[src/rtl/vga_plot_arbiter.sv]
// Round-robin arbiter that rasterises client rectangles onto the vga_adapter pixel port.
// Optional PLOT_CLIP_EN suppresses plot for pixels outside SCREEN_W x SCREEN_H.
module vga_plot_arbiter #(
  parameter int unsigned NUM_REQ  = 4,
  parameter int unsigned SCREEN_W = 160,
  parameter int unsigned SCREEN_H = 120
) (
  input  logic                   clock,
  input  logic                   resetn,
  input  logic [NUM_REQ-1:0]     req,
  input  logic [NUM_REQ*8-1:0]   req_x,
  input  logic [NUM_REQ*7-1:0]   req_y,
  input  logic [NUM_REQ*8-1:0]   req_w,
  input  logic [NUM_REQ*7-1:0]   req_h,
  input  logic [NUM_REQ*3-1:0]   req_colour,
  output logic [NUM_REQ-1:0]     gnt,
  output logic [NUM_REQ-1:0]     done,
  output logic                   busy,
  output logic [7:0]             x,
  output logic [6:0]             y,
  output logic [2:0]             colour,
  output logic                   plot
);

  localparam int unsigned IDX_W = (NUM_REQ > 1) ? $clog2(NUM_REQ) : 1;

  if (NUM_REQ < 2 || NUM_REQ > 8 || SCREEN_W > 256 || SCREEN_H > 128) begin : g_param_check
    $error("vga_plot_arbiter: parameter out of range");
  end

  typedef enum logic [1:0] {IDLE, DRAW, FINISH} state_t;

  typedef struct packed {
    logic [7:0] x;
    logic [6:0] y;
    logic [7:0] w;
    logic [6:0] h;
    logic [2:0] colour;
  } rect_t;

  state_t             state, state_nxt;
  rect_t              rect, rect_nxt;
  rect_t              cand [NUM_REQ];
  logic [IDX_W-1:0]   last, last_nxt, owner, owner_nxt, sel;
  logic               found, emit;
  logic [7:0]         cx, cx_nxt;
  logic [6:0]         cy, cy_nxt;
  logic [NUM_REQ-1:0] gnt_nxt, done_nxt;
  logic               busy_nxt, plot_nxt;
  logic [7:0]         x_nxt;
  logic [6:0]         y_nxt;
  logic [2:0]         colour_nxt;
`ifdef PLOT_CLIP_EN
  logic [8:0]         px9;
  logic [7:0]         py8;
`endif

  for (genvar i = 0; i < NUM_REQ; i++) begin : g_cand
    assign cand[i] = '{x: req_x[8*i +: 8], y: req_y[7*i +: 7], w: req_w[8*i +: 8],
                       h: req_h[7*i +: 7], colour: req_colour[3*i +: 3]};
  end

  // First requester searching upward from last+1, wrapping at NUM_REQ.
  always_comb begin
    found = 1'b0;
    sel   = '0;
    for (int unsigned k = 1; k <= NUM_REQ; k++) begin
      if (!found && req[IDX_W'((32'(last) + k) % NUM_REQ)]) begin
        found = 1'b1;
        sel   = IDX_W'((32'(last) + k) % NUM_REQ);
      end
    end
  end

  always_comb begin
    state_nxt  = state;
    rect_nxt   = rect;
    last_nxt   = last;
    owner_nxt  = owner;
    cx_nxt     = cx;
    cy_nxt     = cy;
    gnt_nxt    = '0;
    done_nxt   = '0;
    busy_nxt   = (state != IDLE);
    x_nxt      = x;
    y_nxt      = y;
    colour_nxt = colour;
    plot_nxt   = 1'b0;
    emit       = 1'b0;
`ifdef PLOT_CLIP_EN
    px9        = '0;
    py8        = '0;
`endif

    // cx/cy always name the pixel being presented on the outputs next cycle.
    unique case (state)
      IDLE: begin
        if (found) begin
          rect_nxt     = cand[sel];
          owner_nxt    = sel;
          gnt_nxt[sel] = 1'b1;
          busy_nxt     = 1'b1;
          cx_nxt       = '0;
          cy_nxt       = '0;
          if (rect_nxt.w == 8'd0 || rect_nxt.h == 7'd0) begin
            state_nxt = FINISH;
          end else begin
            emit      = 1'b1;
            state_nxt = (rect_nxt.w == 8'd1 && rect_nxt.h == 7'd1) ? FINISH : DRAW;
          end
        end
      end
      DRAW: begin
        emit = 1'b1;
        if (cx == rect.w - 8'd1) begin
          cx_nxt = '0;
          cy_nxt = cy + 7'd1;
        end else begin
          cx_nxt = cx + 8'd1;
        end
        if (cx_nxt == rect.w - 8'd1 && cy_nxt == rect.h - 7'd1) state_nxt = FINISH;
      end
      FINISH: begin
        done_nxt[owner] = 1'b1;
        last_nxt        = owner;
        cx_nxt          = '0;
        cy_nxt          = '0;
        state_nxt       = IDLE;
      end
      default: state_nxt = IDLE;
    endcase

    if (emit) begin
`ifdef PLOT_CLIP_EN
      px9      = 9'(rect_nxt.x) + 9'(cx_nxt);
      py8      = 8'(rect_nxt.y) + 8'(cy_nxt);
      x_nxt    = px9[7:0];
      y_nxt    = py8[6:0];
      plot_nxt = (px9 < 9'(SCREEN_W)) && (py8 < 8'(SCREEN_H));
`else
      x_nxt    = rect_nxt.x + cx_nxt;
      y_nxt    = rect_nxt.y + cy_nxt;
      plot_nxt = 1'b1;
`endif
      colour_nxt = rect_nxt.colour;
    end
  end

  always_ff @(posedge clock) begin
    if (!resetn) begin
      state  <= IDLE;
      rect   <= '0;
      last   <= IDX_W'(NUM_REQ - 1);
      owner  <= '0;
      cx     <= '0;
      cy     <= '0;
      gnt    <= '0;
      done   <= '0;
      busy   <= 1'b0;
      x      <= '0;
      y      <= '0;
      colour <= '0;
      plot   <= 1'b0;
    end else begin
      state  <= state_nxt;
      rect   <= rect_nxt;
      last   <= last_nxt;
      owner  <= owner_nxt;
      cx     <= cx_nxt;
      cy     <= cy_nxt;
      gnt    <= gnt_nxt;
      done   <= done_nxt;
      busy   <= busy_nxt;
      x      <= x_nxt;
      y      <= y_nxt;
      colour <= colour_nxt;
      plot   <= plot_nxt;
    end
  end

endmodule

[config.mk]
export PLATFORM = sky130hd
export DESIGN_NAME = vga_plot_arbiter
export DESIGN_NICKNAME = d
export VERILOG_FILES = /design/src/rtl/vga_plot_arbiter.sv
export SDC_FILE = /design/constraint.sdc
export NUM_CORES = 1
export LEC_CHECK = 0
export CORE_MARGIN = 2
export CORE_UTILIZATION = 53
export CTS_CLUSTER_DIAMETER = 100
export DETAILED_ROUTE_END_ITERATION = 10
export PLACE_DENSITY = 0.87
export SLEW_MARGIN = 15
export SYNTH_ARGS = -nofsm -noshare
export SYNTH_HDL_FRONTEND = slang
export SYNTH_SLANG_ARGS = --single-unit
[constraint.sdc]
create_clock -name clock -period 8.3 [get_ports clock]
set_input_delay 1.66 -clock clock [delete_from_list [all_inputs] [get_ports clock]]
set_output_delay 1.66 -clock clock [all_outputs]
set_load 0.02 [all_outputs]
==> flow_summary_export.csv <==
group,metric,value,unit
synth,synth_largest_area_cell,"dfxtp_1",
clock_network,clk_path_buf_depth,2,
clock_network,postCtsHoldBufs,0,
clock_network,cts_resized,0,
clock_network,clkLatencyLatePin,0.34,ns
placed_design,gp_congestion,0.921,
grt,antenna_found_initial,0,
synth,yosys-top-cells-count,"nand2_1 (125), dfxtp_1 (82), nor2_1 (46), nand3_1 (43), a21oi_1 (40)",
grt,grt_pass1_wl,30.8,mm
pwr,power.leakage,3.17,nW
detailed_routing,ant_nets,0,
synth,syn_avg_cell_area,7.74,µm²
worst_setup_path,slowest_stage,"clkdlybuf4s50_1",
synth,synth_top_cells_by_area,"dfxtp_1 (27%), nand2_1 (7.8%), xnor2_1 (4.4%)",
flow_run,cap_violations,0,
sta,max_freq,179,MHz
worst_setup_path,worstPathMaxFanout,29,
sta,worst_slew_pin_slew,1.00,ns
synth,synth_top_area_share,0.274,
sta,period_share,0.674,
sta,setup_tns,0,ns
worst_setup_path,critical_path.max_stage_delay,0.62,ns
floorplanning,core_area,10900,µm²
clock_network,cts_setup_buffers,0,
grt,grtUsageTotal,0.323,
detailed_routing,vias,6525,
synth,postSynthCellCount,774,
worst_hold_path,min_path_type,"register to register",
synth,yosysWarningCount,0,
layout,nets,1065,
layout,fin_area,8000,µm²
synth,synth_ff_type,"dfxtp_1",
outcome,status,"completed",
sta,finalHoldViolCount,0,
sta,rsz0062_at_grt,"false",
pwr,power_density,186,nW/µm²
clock_network,clk_pin_slew,0.07,ns
clock_network,cts_buffers,9,
grt,grt_max_degree,44,
worst_setup_path,critPathCaptureType,"register",
worst_setup_path,critPathRequiredTime,8.56,ns
placed_design,dpl_cell_area,7660,µm²
worst_setup_path,cp_common_cell,"a21oi_1",
grt,grt_overflow,0,
worst_setup_path,startpoint_type,"input pin",
floorplanning,die_area,12200,µm²
synth,yosysMostFrequentCell,"nand2_1",
floorplanning,die_h,110,µm
layout,antenna_cells,0,
sta,slew_viol_final,0,
grt,grt_pass1_vias,6208,
layout,drive_gt1_frac,0.0745,
sta,skew,0.0103,ns
detailed_routing,drc_errors,0,
sta,period_minus_slack,5.60,ns
pwr,peakVddDrop,0.139,mV
placed_design,post-dp-hpwl,14.7,mm
worst_setup_path,path_class,"input pin to register",
detailed_routing,totalWireLength,19.5,mm
synth,synth-seq-cells,82,
floorplanning,die_x,110,µm
placed_design,io_buffers,165,
floorplanning,initial_core_util,0.547,
synth,async_flop_share,0,
synth,synthesis.area,5990,µm²
worst_setup_path,cp.arrival,5.86,ns
synth,syn-num-nets,931,
detailed_routing,wl_per_cell,18.5,µm
clock_network,cts_tree,"done",
synth,yosysSeqAreaShare,0.274,
floorplanning,io_pins,166,
detailed_routing,drtIter0Drc,627,
layout,finalCoreUtilization,0.731,
clock_network,clock-root-buffer,"clkbuf_16",
detailed_routing,firstDrtPassIters,5,
sta,setup_viol,0,
synth,synth_edf_count,0,
sta,slew_headroom,0.333,
synth,synth_cell_types,78,
layout,fill_cells,849,
layout,syn_to_final_growth,33.6,%
clock_network,cts_sinks,82,
clock_network,ctsHtreeMaxLevel,3,
detailed_routing,drt-vias-per-instance,6.20,
floorplanning,rows,38,
worst_setup_path,crit_chain,"clkdlybuf4s50_1, mux2i_1, o21ai_0, nor2_2, buf_4, nand2_1, a21oi_1, a221oi_1, o21ai_0, ha_1, fa_1, a21o_1, a21oi_1, o21bai_1, a21oi_1, xnor2_1, xnor2_1, a211oi_1",
[metrics by stage]
stage	cells	hold slack, ns	worst slack [ns]	total power, mW
after detailed placement	1037	0.451	2.04	1.04
after floorplan	774	0.433	3.19	0.843
after global placement	1037	0.443	2.21	1.03
after CTS	1053	0.483	2.38	1.48
final	1053	0.484	2.70	1.49
after global routing	1053	0.505	2.34	1.56
[kinds of logic after synthesis]
group                      Yosys count  share of synthesized area
and+or+nand+nor                    320                      0.264
AOI/OAI and AO/OA                  228                      0.279
DFF                                 82                      0.274
buffers and inverters               71                     0.0522
xor gates and xnor gates            46                     0.0742
adders and majority gates           19                     0.0422
muxes                                8                     0.0142
[layer usage]
metal  global-route usage  up-vias  share of wire
met3               0.0623       51          0.085
met1                0.389     3081           0.39
li1                     -     3070              -
met4               0.0991        0          0.027
met2                0.581      323           0.49
met5                    0        -              0
[where the power goes]
group	internal (mW)	total, mW	switching (mW)
Combinational	0.259	0.573	0.315
Clock	0.274	0.440	0.166
Sequential	0.437	0.474	0.0372
Total	0.969	1.49	0.518
[placed cells by master (no fill, tap or decap), drive strengths merged, types with 4 or more instances in the layout]
cell / count
a21o: 11
a32o: 10
mux2i: 4
or4: 8
nor3: 9
buf: 12
ha: 17
a21boi: 20
nand2: 126
nor3b: 6
mux2: 4
clkdlybuf4s50: 165
a31oi: 5
xor2: 13
nor2: 47
xnor2: 30
nor2b: 5
nor4: 8
or3: 5
dfxtp: 82
a21oi: 51
o31ai: 4
clkbuf: 11
a211oi: 11
o21ai: 40
nand3: 43
a221oi: 7
o211ai: 27
inv: 18
and3: 15
and2: 34
o32ai: 10
[registers in the layout, summed over array words and instances (netlist names), 3 cells and up]
signal  count
colour      3
cx          8
cy          7
done        4
gnt         4
rect       33
x           8
y           7
[critical path, delay by kind of cell]
kind	cells	cell delay [ns]
and+or+nand+nor	2	0.29
AOI/OAI and AO/OA	9	1.93
adders and majority gates	2	0.67
xor gates and xnor gates	2	0.23
buffers and inverters	2	0.91
muxes	1	0.16
[final cells by class]
type,count,area [µm²],share of cell area
inverters,17,63.8,0.00798
flip-flops and latches,82,1640,0.205
clock inverters,5,85.1,0.0106
multi-input cells,621,4050,0.506
well taps,140,175,0.0219
clock buffers,11,243,0.0304
repair buffers,177,1740,0.218
[worst paths after layout]
kind,start,endpoint,slack [ns],cells after the start
setup / recovery,req[3],y[6],2.70,18
hold / removal,colour[2],colour[2],0.48,2
setup reg to reg,rect[10],x[7],3.76,17
hold reg to reg,colour[2],colour[2],0.48,2
Note: power is estimated with default switching activity, not from simulation.
==> RTL change 1: new RTL, same settings <==
Re-encode `state_t` (3 states) as one-hot, 3 bits wide.
--- a/src/rtl/vga_plot_arbiter.sv
+++ b/src/rtl/vga_plot_arbiter.sv
@@ -28,7 +28,7 @@
     $error("vga_plot_arbiter: parameter out of range");
   end
 
-  typedef enum logic [1:0] {IDLE, DRAW, FINISH} state_t;
+  typedef enum logic [2:0] {IDLE = 3'b001, DRAW = 3'b010, FINISH = 3'b100} state_t;
 
   typedef struct packed {
     logic [7:0] x;
Function: same outputs for any inputs over 4 cycles, from zero or initial values and one cycle with resetn low; so few cycles prove little.
==> RTL change 1 against the unedited design <==
- non-clock buffer count fell by 6
- sequential cell count rose by 1
- wire length fell by 9.0%
- critical path depth fell by 1
- utilization barely moved
- worst hold slack got worse by 32 ps
- worst setup slack got worse by 560 ps
- design area fell by 5.2%
- via count fell by 6.0%
- global-route usage fell by 0.87 points
- power rose by 0.79%
- die area fell by 4.6%
- clock skew barely moved
- area after synthesis fell by 4.7%
==> RTL change 1: results (changes against the unedited design) <==
Parameter                              Value

Run status
  Outcome    finished clean

Synth
  Syn_nets    911 (-2.1%)
  Fraction of synthesized area in multiplexers    3.66% (+2.2 points)
  Number of different library cells in the post-synthesis netlist    64 (-18%)
  XOR/XNOR Fraction of Synth Area    7.41% (about the same)
  Cell count after synthesis    754 (-2.6%)
  Most numerous cell types in the synthesized netlist    146 x sky130_fd_sc_hd__nand2_1, 83 x sky130_fd_sc_hd__dfxtp_1, 82 x sky130_fd_sc_hd__nand3_1
  Compound-cell area share of the yosys netlist    21.2% (-6.6 points)
  Synth area leaders    sky130_fd_sc_hd__dfxtp_1 29%, sky130_fd_sc_hd__nand2_1 9.6%, sky130_fd_sc_hd__nand3_1 7.2%
  Sequential fraction of the synthesis area    29.1% (+1.7 points)

Cells and area
  Share of post-route cells with drive strength above 1    4.71% (-2.7 points)
  Fill count    794 (-6.5%)

Setup path
  Worst path max stage delay    880 ps (+260 ps)
  Critical path's slowest cell    sky130_fd_sc_hd__o21a_2
  Count of cells along the worst register-to-register path    16 (-1)
  Launch point of the worst reg-to-reg path    last[1]$_SDFFE_PN1N_
  Capturing point of the worst reg2reg path    y[6]$_SDFFE_PN0P_

Hold path
  Hold path start    y[3]$_SDFFE_PN0P_

STA
  Relative slew slack    23.5% (-9.8 points)
  Minimum clock period after layout    6150 ps (+558 ps)
  Clock Skews    10.1 ps (-0.205 ps)

Power and ir drop
  IR drop worst, VDD    0.000102 V (-27%)
  Combinational share of power    44.5% (+5.9 points)
  Reported leakage power    0.00302 µW (-4.6%)

Placed design
  Placer's final routability congestion estimate    1.01 (+10%)
  Area of placed instances    7380 µm² (-3.7%)
  HPWL after detailed placement    13.8 mm (-6.0%)
  Post-Place Setup Slack    1860 ps (-177 ps)

Clock tree
  Root buffer selected by CTS    sky130_fd_sc_hd__clkbuf_8
  Later-pin clock latency in the skew report    360 ps (+20 ps)

Routing
  Total wire length after detailed routing    17.8 mm (-9.0%)

Global route
  Wire length of the first global-routing pass    29.0 mm (-5.8%)
[RTL change 1: cell types whose count changed after synthesis, sizes merged, moves of 10 or more]
cell and change:
a21oi -24, and3 -12, buf -11, a32o -10, o21ai +20, o32ai -10
nand3 +39, nand2 +20, o211ai -17, nor2 -19
[RTL change 1: final cells by class]
class | instances | area [µm²] | share of cell area, %
clock inverters | 2 | 60.1 | 0.792
clock buffers | 13 | 149 | 1.96
well taps | 136 | 170 | 2.24
repair buffers | 171 | 1690 | 22.3
flip-flops and latches | 83 | 1660 | 21.9
inverters | 13 | 48.8 | 0.643
multi-input cells | 609 | 3800 | 50.1
[RTL change 1: metal layers]
| metal | wire length (µm) | track usage, % |
|---|---|---|
| met3 | 1260 | 7.81 |
| met4 | 632 | 12.2 |
| met5 | 0 | 0 |
| met2 | 8510 | 53.4 |
| met1 | 7360 | 38.2 |
[RTL change 1: through the flow]
stage	hold WS, ps	total power (µW)
finish	452	1500
global route	471	1590
CTS	454	1490
detailed placement	443	1170
global placement	440	1150
floorplan	445	949
==> RTL change 2: new RTL, config.mk and constraints unchanged <==
Made on the original files. Change the parameter `NUM_REQ` from 4 to 2.
--- a/src/rtl/vga_plot_arbiter.sv
+++ b/src/rtl/vga_plot_arbiter.sv
@@ -1,7 +1,7 @@
 // Round-robin arbiter that rasterises client rectangles onto the vga_adapter pixel port.
 // Optional PLOT_CLIP_EN suppresses plot for pixels outside SCREEN_W x SCREEN_H.
 module vga_plot_arbiter #(
-  parameter int unsigned NUM_REQ  = 4,
+  parameter int unsigned NUM_REQ  = 2,
   parameter int unsigned SCREEN_W = 160,
   parameter int unsigned SCREEN_H = 120
 ) (
Ports: changed (8 resized); port bits go from 166 to 94. The function was not compared with the original's and may differ.
==> RTL change 2 against the unedited design <==
- sequential share of layout area increased by 5.9 points
- power decreased by 30%
- area after synthesis decreased by 24%
- global-route usage decreased by 8.9 points
- wire length decreased by 43%
- sequential power decreased by 10%
- synthesized cell count decreased by 33%
- register-to-register slack got worse by 280 ps
- design area decreased by 28%
- worst setup slack improved by 670 ps
- sequential cell count decreased by 6
- clock skew decreased by 4.7 ps
- largest cell class unchanged
- highest routed layer unchanged
==> RTL change 2: results (changes against the unedited design) <==
Parameter                              Value

Run status
  Outcome    finished clean

Cells and area
  Final layout net count    691 (-35%)
  Final antenna diode count    0 (unchanged)
  Share of post-route cells with drive strength above 1    4.45% (-3.0 points)
  Fill count    678 (-20%)
  Largest registers    rect x33, cx x8, x x8

Hold path
  Class of the most critical hold timing path    flip-flop to flip-flop
  Min-Delay Endpoint    done[0]$_SDFF_PN0_
  Hold path start    owner$_SDFFE_PN0P_
  Cell count of the worst hold path    1 (-1)

Setup path
  Setup slack on the worst flop-to-flop path    3480 ps (-280 ps)
  Worst path max stage delay    630 ps
  Maximum net fanout on the critical path    25 (-14%)
  Capturing point of the worst reg2reg path    y[6]$_SDFFE_PN0P_
  Kind of cell with the highest combined delay on the critical path    simple AND/OR/NAND/NOR gates
  Launch point of the worst reg-to-reg path    rect[10]$_SDFFE_PN0P_
  Critical path's slowest cell    sky130_fd_sc_hd__nand2_1
  CP arrival    5120 ps (-740 ps)
  Count of cells along the worst register-to-register path    20 (+3)

STA
  Clock Skews    5.54 ps (-4.74 ps)
  Pin slew with the least headroom to its limit    1100 ps (+104 ps)
  Final number of max-transition violations    0 (unchanged)
  Hold Slack    460 ps (-24.4 ps)

Synth
  Synth top area share    33.3% (+5.9 points)
  Top flip-flop cell by instance count after synthesis    sky130_fd_sc_hd__dfxtp_1
  Synth area leaders    sky130_fd_sc_hd__dfxtp_1 33%, sky130_fd_sc_hd__mux2i_1 11%, sky130_fd_sc_hd__xnor2_1 6.3%
  Sequential fraction of the synthesis area    33.3% (+5.9 points)
  Syn_nets    611 (-34%)
  Async S/R FF share, synth    0% (unchanged)
  Count of synthesis-stage warnings from yosys    0 (unchanged)
  Most numerous cell types in the synthesized netlist    76 x sky130_fd_sc_hd__dfxtp_1, 63 x sky130_fd_sc_hd__nand2_1, 50 x sky130_fd_sc_hd__mux2i_1
  EDFF count, synth    0 (unchanged)
  Number of different library cells in the post-synthesis netlist    54 (-31%)

Placed design
  Port Buffer Count    93 (-44%)
  Placer's final routability congestion estimate    0.902 (-2.0%)
  HPWL after detailed placement    8.54 mm (-42%)

Global route
  Pin count of the biggest net entering global routing    78 (+77%)
  Global Route Usage Sum    23.4% (-8.9 points)
  Number of antenna violations at the first check in global routing    0 (unchanged)
  Wire length of the first global-routing pass    18.3 mm (-40%)

Routing
  Via count of the routed design    3969 (-39%)
  Detailed Route Iter0 Violations    170 (-73%)
  WL/cell    15.7 µm (-15%)
  Number of detailed-route iterations in the first pass    4 (-1)

Power and ir drop
  IR drop worst, VDD    0.000121 V (-13%)
  Reported leakage power    0.00250 µW (-21%)

Clock tree
  Later-pin clock latency in the skew report    350 ps
  Clk buf depth    2 (unchanged)
  Number of resized instances in the post-cts repair step    0 (unchanged)
  Number of levels the H-tree was split into    3 (unchanged)
  Clk pin slew, worst setup/hold paths    80 ps
  Post-CTS setup buffers    0 (unchanged)
  Number of buffers created by CTS    9 (unchanged)
  Root buffer selected by CTS    sky130_fd_sc_hd__clkbuf_8
## RTL change 2: per-layer routing
metal	GRT usage [%]	wire length, µm	vias up
met5	0	0	-
met4	9.97	267	0
met3	3.97	491	24
met2	40.3	5440	121
met1	28.8	5000	1823
li1	-	-	2001
## RTL change 2: logic make-up (layout without fill, tap and decap cells)
group | Yosys count | count (layout) | share of synthesized area [%]
AO/OA/AOI/OAI | 111 | 111 | 16.7
XOR/XNOR | 47 | 47 | 9.32
adder cells (fa/ha/maj) | 19 | 19 | 5.53
buffers and inverters | 38 | 123 | 3.34
flip-flops | 76 | 76 | 33.3
multiplexers | 50 | 50 | 11.0
AND/OR/NAND/NOR | 181 | 181 | 20.8
## RTL change 2: worst max path at each step
stage,start,to
6_report,req[1],x[7]$_SDFFE_PN0P_
3_3_place_gp,req[1],x[7]$_SDFFE_PN0P_
2_1_floorplan,req[1],y[6]$_SDFFE_PN0P_
3_5_place_dp,req[1],x[7]$_SDFFE_PN0P_
5_1_grt,req[1],x[7]$_SDFFE_PN0P_
4_1_cts,req[1],x[7]$_SDFFE_PN0P_
## RTL change 2: per-stage QoR
step | utilization (%) | setup WS (ps) | cell area, µm² | std cells
2_1_floorplan | - | 3380 | 4570 | 522
3_3_place_gp | 66.9 | 3170 | 5550 | 696
3_5_place_dp | 66.9 | 3010 | 5550 | 696
4_1_cts | 69.3 | 3370 | 5750 | 712
5_1_grt | 69.3 | 3130 | 5750 | 712
6_report | 69.3 | 3370 | 5750 | 712
## RTL change 2: area by class of cell
cell class | instances | area share [%]
multi-input combinational | 408 | 50.6
clock inverter | 6 | 1.09
timing repair buffer | 96 | 16.5
sequential | 76 | 26.5
inverter | 11 | 0.718
tap | 105 | 2.28
clock buffer | 10 | 2.39
## RTL change 2: power by group
| part | switching, µW | internal (µW) |
|---|---|---|
| Combinational | 170 | 157 |
| Clock | 140 | 147 |
| Sequential | 26.8 | 398 |
| Total | 337 | 702 |
